[config.mk]
export PLATFORM = sky130hd
export DESIGN_NAME = frame_renderer
export DESIGN_NICKNAME = d
export VERILOG_FILES = /design/src/rtl/pong_pkg.sv /design/src/rtl/vga_timing.sv /design/src/rtl/frame_renderer.sv
export SDC_FILE = /design/constraint.sdc
export NUM_CORES = 1
export LEC_CHECK = 0
export ABC_AREA = 0
export BUFFER_PORTS_ARGS = -buffer_cell sky130_fd_sc_hd__buf_4
export CAP_MARGIN = 20
export CORE_ASPECT_RATIO = 1.1
export CORE_MARGIN = 2
export CORE_UTILIZATION = 45
export CTS_BUF_LIST = sky130_fd_sc_hd__clkbuf_2 sky130_fd_sc_hd__clkbuf_4 sky130_fd_sc_hd__clkbuf_8
export DETAILED_ROUTE_END_ITERATION = 6
export GPL_TIMING_DRIVEN = 1
export PLACE_DENSITY = 0.75
export RECOVER_POWER = 100
export SLEW_MARGIN = 15
export SYNTH_ARGS = -nofsm -noshare
export SYNTH_HDL_FRONTEND = slang
export SYNTH_SLANG_ARGS = --single-unit
[constraint.sdc]
create_clock -name clk -period 3.25 [get_ports clk]
set_clock_uncertainty 0.2 [all_clocks]
set_input_delay 0.65 -clock clk [delete_from_list [all_inputs] [get_ports clk]]
set_output_delay 0.65 -clock clk [all_outputs]
set_load 0.01 [all_outputs]
[src/rtl/pong_pkg.sv]
// Shared Pong display definitions: VGA 640x480@60 timing, the RGB pixel type and colours.
package pong_pkg;

    localparam int VGA_H_VISIBLE = 640;
    localparam int VGA_H_FRONT   = 16;
    localparam int VGA_H_SYNC    = 96;
    localparam int VGA_H_BACK    = 48;
    localparam int VGA_V_VISIBLE = 480;
    localparam int VGA_V_FRONT   = 10;
    localparam int VGA_V_SYNC    = 2;
    localparam int VGA_V_BACK    = 33;

    typedef struct packed {
        logic [3:0] r;
        logic [3:0] g;
        logic [3:0] b;
    } rgb_t;

    localparam rgb_t COLOR_WHITE = 12'hFFF;
    localparam rgb_t COLOR_BLACK = 12'h000;

    function automatic int max2(input int a, input int b);
        return (a > b) ? a : b;
    endfunction

endpackage

[src/rtl/vga_timing.sv]
// Raster h/v counters with raw (unpipelined) active-low sync and visible-region flags.
module vga_timing
    import pong_pkg::*;
#(
    parameter int H_VISIBLE = VGA_H_VISIBLE,
    parameter int H_FRONT   = VGA_H_FRONT,
    parameter int H_SYNC    = VGA_H_SYNC,
    parameter int H_BACK    = VGA_H_BACK,
    parameter int V_VISIBLE = VGA_V_VISIBLE,
    parameter int V_FRONT   = VGA_V_FRONT,
    parameter int V_SYNC    = VGA_V_SYNC,
    parameter int V_BACK    = VGA_V_BACK,
    localparam int H_TOTAL  = H_VISIBLE + H_FRONT + H_SYNC + H_BACK,
    localparam int V_TOTAL  = V_VISIBLE + V_FRONT + V_SYNC + V_BACK,
    localparam int HCW      = $clog2(H_TOTAL),
    localparam int VCW      = $clog2(V_TOTAL)
) (
    input  logic           clk_i,
    input  logic           rst_i,
    input  logic           pix_en_i,
    output logic [HCW-1:0] h_cnt_o,
    output logic [VCW-1:0] v_cnt_o,
    output logic           hsync_o,
    output logic           vsync_o,
    output logic           vis_o
);

    logic [HCW-1:0] h_cnt_q, h_cnt_d;
    logic [VCW-1:0] v_cnt_q, v_cnt_d;

    always_comb begin
        h_cnt_d = h_cnt_q;
        v_cnt_d = v_cnt_q;
        if (pix_en_i) begin
            if (h_cnt_q == HCW'(H_TOTAL - 1)) begin
                h_cnt_d = '0;
                v_cnt_d = (v_cnt_q == VCW'(V_TOTAL - 1)) ? '0 : v_cnt_q + VCW'(1);
            end else begin
                h_cnt_d = h_cnt_q + HCW'(1);
            end
        end
    end

    always_ff @(posedge clk_i) begin
        if (rst_i) begin
            h_cnt_q <= '0;
            v_cnt_q <= '0;
        end else begin
            h_cnt_q <= h_cnt_d;
            v_cnt_q <= v_cnt_d;
        end
    end

    assign h_cnt_o = h_cnt_q;
    assign v_cnt_o = v_cnt_q;
    assign vis_o   = (h_cnt_q < HCW'(H_VISIBLE)) && (v_cnt_q < VCW'(V_VISIBLE));
    assign hsync_o = !((h_cnt_q >= HCW'(H_VISIBLE + H_FRONT)) &&
                       (h_cnt_q <  HCW'(H_VISIBLE + H_FRONT + H_SYNC)));
    assign vsync_o = !((v_cnt_q >= VCW'(V_VISIBLE + V_FRONT)) &&
                       (v_cnt_q <  VCW'(V_VISIBLE + V_FRONT + V_SYNC)));

endmodule

[src/rtl/frame_renderer.sv]
// Pong frame renderer: per-frame position snapshot, two-stage pixel pipeline, aligned syncs.
// Optional dashed centre net enabled by defining FRAME_RENDERER_CENTER_LINE_EN.
module frame_renderer
    import pong_pkg::*;
#(
    parameter int          H_VISIBLE      = VGA_H_VISIBLE,
    parameter int          H_FRONT        = VGA_H_FRONT,
    parameter int          H_SYNC         = VGA_H_SYNC,
    parameter int          H_BACK         = VGA_H_BACK,
    parameter int          V_VISIBLE      = VGA_V_VISIBLE,
    parameter int          V_FRONT        = VGA_V_FRONT,
    parameter int          V_SYNC         = VGA_V_SYNC,
    parameter int          V_BACK         = VGA_V_BACK,
    parameter int          PADDLE_1_X     = 16,
    parameter int          PADDLE_2_X     = 616,
    parameter int          PADDLE_WIDTH   = 8,
    parameter int          PADDLE_HEIGHT  = 64,
    parameter int          BALL_SIDE_SIZE = 8,
    parameter logic [11:0] FG_COLOR       = COLOR_WHITE,
    parameter logic [11:0] BG_COLOR       = COLOR_BLACK,
    localparam int         H_TOTAL        = H_VISIBLE + H_FRONT + H_SYNC + H_BACK,
    localparam int         V_TOTAL        = V_VISIBLE + V_FRONT + V_SYNC + V_BACK,
    localparam int         PW             = $clog2(V_VISIBLE + 1) + 1,
    localparam int         XW             = $clog2(H_VISIBLE + 1) + 1
) (
    input  logic          clk,
    input  logic          rst,
    input  logic          pix_en,
    input  logic [PW-1:0] paddle_1_pos,
    input  logic [PW-1:0] paddle_2_pos,
    input  logic [XW-1:0] ball_pos_x,
    input  logic [PW-1:0] ball_pos_y,
    output logic          hsync,
    output logic          vsync,
    output logic [11:0]   rgb,
    output logic          video_active,
    output logic          frame_start
);

    localparam int HCW = $clog2(H_TOTAL);
    localparam int VCW = $clog2(V_TOTAL);
    // One spare bit above every operand so lo+len never wraps.
    localparam int CW  = max2(max2(XW, PW), max2(HCW, VCW)) + 1;

    function automatic logic in_span(input logic [CW-1:0] v,
                                     input logic [CW-1:0] lo,
                                     input logic [CW-1:0] len);
        return (v >= lo) && (v < lo + len);
    endfunction

    logic [HCW-1:0] h_cnt;
    logic [VCW-1:0] v_cnt;
    logic           hs_raw, vs_raw, vis_raw;

    vga_timing #(
        .H_VISIBLE (H_VISIBLE), .H_FRONT (H_FRONT), .H_SYNC (H_SYNC), .H_BACK (H_BACK),
        .V_VISIBLE (V_VISIBLE), .V_FRONT (V_FRONT), .V_SYNC (V_SYNC), .V_BACK (V_BACK)
    ) u_timing (
        .clk_i    (clk),
        .rst_i    (rst),
        .pix_en_i (pix_en),
        .h_cnt_o  (h_cnt),
        .v_cnt_o  (v_cnt),
        .hsync_o  (hs_raw),
        .vsync_o  (vs_raw),
        .vis_o    (vis_raw)
    );

    // Snapshot at the first blanking line so a frame never mixes old and new positions.
    logic          snap_take;
    logic [PW-1:0] snap_pad1_q, snap_pad2_q, snap_by_q;
    logic [XW-1:0] snap_bx_q;
    logic          frame_start_q;

    assign snap_take = pix_en && (h_cnt == '0) && (v_cnt == VCW'(V_VISIBLE));

    always_ff @(posedge clk) begin
        if (rst) begin
            snap_pad1_q   <= '0;
            snap_pad2_q   <= '0;
            snap_bx_q     <= '0;
            snap_by_q     <= '0;
            frame_start_q <= 1'b0;
        end else begin
            frame_start_q <= snap_take;
            if (snap_take) begin
                snap_pad1_q <= paddle_1_pos;
                snap_pad2_q <= paddle_2_pos;
                snap_bx_q   <= ball_pos_x;
                snap_by_q   <= ball_pos_y;
            end
        end
    end

    // ---- stage p1: region, sync and hit flags from the raw raster position
    logic [CW-1:0] x_ext, y_ext;
    logic          hit_pad1_d, hit_pad2_d, hit_ball_d;
    logic          vld_p1_q, vis_p1_q, hs_p1_q, vs_p1_q;
    logic          hit_pad1_p1_q, hit_pad2_p1_q, hit_ball_p1_q;

    assign x_ext = CW'(h_cnt);
    assign y_ext = CW'(v_cnt);

    assign hit_pad1_d = in_span(x_ext, CW'(PADDLE_1_X), CW'(PADDLE_WIDTH)) &&
                        in_span(y_ext, CW'(snap_pad1_q), CW'(PADDLE_HEIGHT));
    assign hit_pad2_d = in_span(x_ext, CW'(PADDLE_2_X), CW'(PADDLE_WIDTH)) &&
                        in_span(y_ext, CW'(snap_pad2_q), CW'(PADDLE_HEIGHT));
    assign hit_ball_d = in_span(x_ext, CW'(snap_bx_q), CW'(BALL_SIDE_SIZE)) &&
                        in_span(y_ext, CW'(snap_by_q), CW'(BALL_SIDE_SIZE));

`ifdef FRAME_RENDERER_CENTER_LINE_EN
    logic hit_net_d, hit_net_p1_q;
    assign hit_net_d = in_span(x_ext, CW'(H_VISIBLE / 2 - 1), CW'(2)) && !v_cnt[3];

    always_ff @(posedge clk) begin
        if (pix_en) hit_net_p1_q <= hit_net_d;
    end
`endif

    // ---- stage p2: colour resolve and sync alignment
    logic vld_p2_q, vis_p2_q, hs_p2_q, vs_p2_q;
    logic fg_p1;
    rgb_t rgb_d, rgb_p2_q;

    always_comb begin
        fg_p1 = hit_ball_p1_q | hit_pad1_p1_q | hit_pad2_p1_q;
`ifdef FRAME_RENDERER_CENTER_LINE_EN
        fg_p1 = fg_p1 | hit_net_p1_q;
`endif
        rgb_d = '0;
        if (vis_p1_q) rgb_d = fg_p1 ? FG_COLOR : BG_COLOR;
    end

    always_ff @(posedge clk) begin
        if (rst) begin
            vld_p1_q <= 1'b0;
            vld_p2_q <= 1'b0;
        end else if (pix_en) begin
            vld_p1_q <= 1'b1;
            vld_p2_q <= vld_p1_q;
        end
    end

    always_ff @(posedge clk) begin
        if (pix_en) begin
            vis_p1_q      <= vis_raw;
            hs_p1_q       <= hs_raw;
            vs_p1_q       <= vs_raw;
            hit_pad1_p1_q <= hit_pad1_d;
            hit_pad2_p1_q <= hit_pad2_d;
            hit_ball_p1_q <= hit_ball_d;
            vis_p2_q      <= vis_p1_q;
            hs_p2_q       <= hs_p1_q;
            vs_p2_q       <= vs_p1_q;
            rgb_p2_q      <= rgb_d;
        end
    end

    // Until the pipeline refills after reset the outputs sit at their idle levels.
    assign hsync        = ~vld_p2_q | hs_p2_q;
    assign vsync        = ~vld_p2_q | vs_p2_q;
    assign video_active = vld_p2_q & vis_p2_q;
    assign rgb          = vld_p2_q ? rgb_p2_q : '0;
    assign frame_start  = frame_start_q;

endmodule

==> run summary <==
## Outcome
• complete, no violations — status

## Timing
• 0 — number of setup violations in the final report
• 0 — number of failing hold endpoints at the final stage
• 0 ps — final-layout setup total negative slack
• 37.2% — tightest slew margin relative to the limit
• 2770 ps — minimum period implied by the final worst setup slack
• no — setup repair after global routing missed its margin
• 0 — number of pins with negative max-slew slack in the final report
• 0.361 GHz — Fmax
• 942 ps — transition time at the pin with the least slew margin
• 222 ps — minimum hold slack
• 85.2% — Final Cycle Share

## Worst setup path
• 480 ps — reg-to-reg setup timing slack
• u_timing.v_cnt_o[2] — RR Startpoint
• sky130_fd_sc_hd__dfxtp_1 — slowest stage cell, crit path
• 0 — buffer and inverter count on the worst path
• register — CP endpoint kind
• 6 — r2r worst-path depth
• hit_pad1_p1_q — capture point of the worst reg-to-reg path
• compound AO/OA/AOI/OAI gates — Crit path max-delay family
• register to register — class of the most critical setup path
• 3160 ps — required time at the worst-slack endpoint
• 2680 ps — critical path data arrival time
• 10 — CP max FO
• register — startpoint type of the worst setup path
• 620 ps — max incr delay on CP
• ha_1, o21ai_0, a21oi_1, o41ai_1, o21bai_1, a2111oi_0 — cell-by-cell listing of the critical path

## CTS
• done — clock tree from TritonCTS
• 74 — clock tree sinks
• 360 ps — later-pin clock latency in the skew report
• sky130_fd_sc_hd__clkbuf_8 — buffer cell driving the clock tree root
• 80 ps — CTS clk-pin slew, worst paths
• 0 — CTS Hold Buffers Added
• 3 — number of H-tree branching levels
• 0 — Resize count post-CTS
• 0 — post-CTS setup buffer count
• 2 — Max Root-Sink Buffers
• 9 — number of buffers created by CTS

## Detailed routing
• met4 — uppermost routed layer
• 3,890 — count of vias placed by the detailed router
• 5420 um — routed length on met2
• 5.33 — Avg Vias per Cell
• 4660 um — met1 wire length
• 15.0 um — wire length per cell
• 0 — Final ANT Viol Nets
• 11,000 um — total wirelength of the detailed-routed design
• 205 — DRT iter0 DRCs
• 590 um — met3 WL
• 0 — DRC
• 4 — DRT Pass-1 Iters

## Synth
• 32.3% — share of synthesized area occupied by flip-flops and latches
• 0% — fraction of registers with async set or reset after synthesis
• 18.1% — arithmetic-cell share of the synthesized area counting full adders, half adders and majority gates
• 9.00% — mux cell area share after synthesis
• 17.7% — basic-gate share of the synthesized area counting and, or, nand and nor cells
• adder cells — dominant combinational cell family by area after synthesis
• 10 — number of flops mapped to enable cells by yosys
• 74 — number of synthesized register bits
• 55 — Synth cell types
• sky130_fd_sc_hd__dfxtp_1 — Most used DFF post-synth
• 649 — number of nets produced by synthesis
• 5.55% — xor/xnor cell area share of the yosys netlist
• 9.17 sq um — Avg Inst Size Synth
• 534 — Post-Syn Instances
• 8.92% — Compound-Gate Fraction of Synth Area
• 0.00489 sq mm — combined area of all synthesized cells
• 0 — total of warnings raised by yosys

## Finish
• 52.0% — final core utilization
• 697 — Total Nets Final
• 730 — post-layout instance count excluding filler cells
• 12.6% — layout cell share with drive strength beyond 1
• 11.4% — area growth from synthesis to final layout
• 0 — count of antenna diodes in the layout

## Placement
• 714 — placed cells
• 8000 um — post-DP HPWL
• 59 — quantity of I/O buffers inserted on ports
• 0.866 — gp weighted congestion

## Hold path
• hs_p2_q — Min-Delay Endpoint
• 0 — worst hold path depth
• register to register — Min-Delay Path Class
• hs_p1_q — hold wc startpoint

## Global route
• 3,958 — vias in the first global route
• 0 — antenna violations before repair
• 0 — total gr overflow
• 18,400 um — first-pass GRT wire length
• 52 — maximum number of pins on one net before global-route repair
• 20.0% — total routing usage reported by global routing

## Power
• 0.187 mV — worst vdd rail ir drop
• 2.22 nW — leak pwr
• 1.78 mW — Tot Pwr
• 327 mW/mm^2 — power density relative to cell area

## Floorplanning
• 39 — total number of placement rows
• 60 — num ports
• 46.7% — Initial Util
• 113 um — Die Span Y
• 0.0105 sq mm — Core Box Area
• 0.0117 sq mm — Die Footprint
• 103 um — die width

## Job
• 0 — maxcap violations

worst max path at each step:
stage / from / endpoint / slack (ps) / cells past startpoint
2_1_floorplan: snap_by_q[3] / hit_ball_p1_q / 930 / 9
3_3_place_gp: pix_en / u_timing.v_cnt_o[3] / 760 / 7
3_5_place_dp: u_timing.v_cnt_o[2] / hit_pad1_p1_q / 590 / 6
4_1_cts: u_timing.v_cnt_o[2] / hit_pad1_p1_q / 560 / 6
5_1_grt: pix_en / snap_pad2_q[4] / 250 / 7
6_report: u_timing.v_cnt_o[2] / hit_pad1_p1_q / 480 / 6
metal layers:
| metal | vias to the layer above | track usage (%) |
|---|---|---|
| met5 | - | 0 |
| met4 | 0 | 9.12 |
| met3 | 25 | 4.41 |
| met2 | 121 | 33.7 |
| met1 | 1796 | 24.1 |
| li1 | 1948 | - |
synth_stat cells (3+ instances only):
| master | number | share of area (%) |
|---|---|---|
| sky130_fd_sc_hd__dfxtp_1 | 64 | 26 |
| sky130_fd_sc_hd__clkbuf_1 | 7 | 0.54 |
| sky130_fd_sc_hd__xnor2_1 | 19 | 3.4 |
| sky130_fd_sc_hd__and3_1 | 9 | 1.2 |
| sky130_fd_sc_hd__nor4b_1 | 3 | 0.54 |
| sky130_fd_sc_hd__nor2_1 | 70 | 5.4 |
| sky130_fd_sc_hd__buf_4 | 12 | 1.8 |
| sky130_fd_sc_hd__edfxtp_1 | 10 | 6.1 |
| sky130_fd_sc_hd__nor4_1 | 4 | 0.51 |
| sky130_fd_sc_hd__inv_1 | 48 | 3.7 |
| sky130_fd_sc_hd__buf_12 | 4 | 1.6 |
| sky130_fd_sc_hd__ha_1 | 71 | 18 |
| sky130_fd_sc_hd__nand4_1 | 11 | 1.4 |
| sky130_fd_sc_hd__nand3_1 | 18 | 1.8 |
| sky130_fd_sc_hd__a21oi_1 | 18 | 1.8 |
| sky130_fd_sc_hd__nor3_1 | 6 | 0.61 |
| sky130_fd_sc_hd__a21o_1 | 8 | 1.2 |
| sky130_fd_sc_hd__o21ai_0 | 14 | 1.4 |
| sky130_fd_sc_hd__a211oi_1 | 5 | 0.77 |
| sky130_fd_sc_hd__o211ai_1 | 3 | 0.46 |
| sky130_fd_sc_hd__a31oi_1 | 3 | 0.38 |
| sky130_fd_sc_hd__nand2_1 | 20 | 1.5 |
| sky130_fd_sc_hd__xor2_1 | 12 | 2.1 |
| sky130_fd_sc_hd__nor2b_1 | 7 | 0.89 |
| sky130_fd_sc_hd__mux2i_1 | 44 | 9.0 |
| sky130_fd_sc_hd__nand2b_1 | 7 | 0.89 |
cell families (layout without fill, tap and decap cells):
logic type | count (synthesis) | after routing
compound gates | 67 | 67
simple gates | 172 | 172
xor+xnor | 31 | 31
fa+ha+maj | 71 | 71
mux | 44 | 44
buf+inv | 75 | 128
flops | 74 | 74
flip-flops by register name (all words and copies together) (netlist names), 10 cells and up:
register / flops
snap_pad1_q: 10
snap_bx_q: 11
u_timing.v_cnt_o: 10
snap_by_q: 10
snap_pad2_q: 10
u_timing.h_cnt_o: 10
worst register-to-register path, stage by stage, from the launching register on:
cell	delay [ps]
sky130_fd_sc_hd__dfxtp_1	620
sky130_fd_sc_hd__ha_1	330
sky130_fd_sc_hd__o21ai_0	170
sky130_fd_sc_hd__a21oi_1	60
sky130_fd_sc_hd__o41ai_1	470
sky130_fd_sc_hd__o21bai_1	150
sky130_fd_sc_hd__a2111oi_0	520
per-stage QoR:
stage | area, sq um | worst slack, ps
final | 5450 | 481
after floorplan | 4890 | 935
after CTS | 5530 | 559
after global placement | 5330 | 756
after global routing | 5450 | 247
after detailed placement | 5330 | 594
cell type report:
cell class                 instances  area, sq um
clock buffer                      11          151
clock inverter                     5         51.3
fill                            1012         5040
inverter                          48          180
multi-input combinational        385         2890
sequential                        74         1580
tap                              143          179
timing repair buffer              64          422
power by group:
part | internal (mW) | switching (mW)
sequential | 0.935 | 0.00665
clock | 0.393 | 0.357
combinational | 0.0496 | 0.0439
total | 1.38 | 0.408
cell usage in the layout, fill, tap and decap left out, types with 5 or more instances in the layout:
master                     count
sky130_fd_sc_hd__nor2_1       71
sky130_fd_sc_hd__ha_1         71
sky130_fd_sc_hd__dfxtp_1      64
sky130_fd_sc_hd__inv_1        48
sky130_fd_sc_hd__buf_4        48
sky130_fd_sc_hd__mux2i_1      44
sky130_fd_sc_hd__nand2_1      20
sky130_fd_sc_hd__xnor2_1      19
sky130_fd_sc_hd__nand3_1      18
sky130_fd_sc_hd__a21oi_1      18
sky130_fd_sc_hd__clkbuf_1     15
sky130_fd_sc_hd__o21ai_0      14
sky130_fd_sc_hd__nand4_1      12
sky130_fd_sc_hd__xor2_1       12
sky130_fd_sc_hd__clkbuf_8     11
sky130_fd_sc_hd__edfxtp_1     10
sky130_fd_sc_hd__and3_1        9
sky130_fd_sc_hd__a21o_1        8
sky130_fd_sc_hd__nand2b_1      7
sky130_fd_sc_hd__nor2b_1       7
sky130_fd_sc_hd__nor3_1        6
sky130_fd_sc_hd__a211oi_1      5
sky130_fd_sc_hd__nor4_1        5
(Power assumes the default switching activity.)
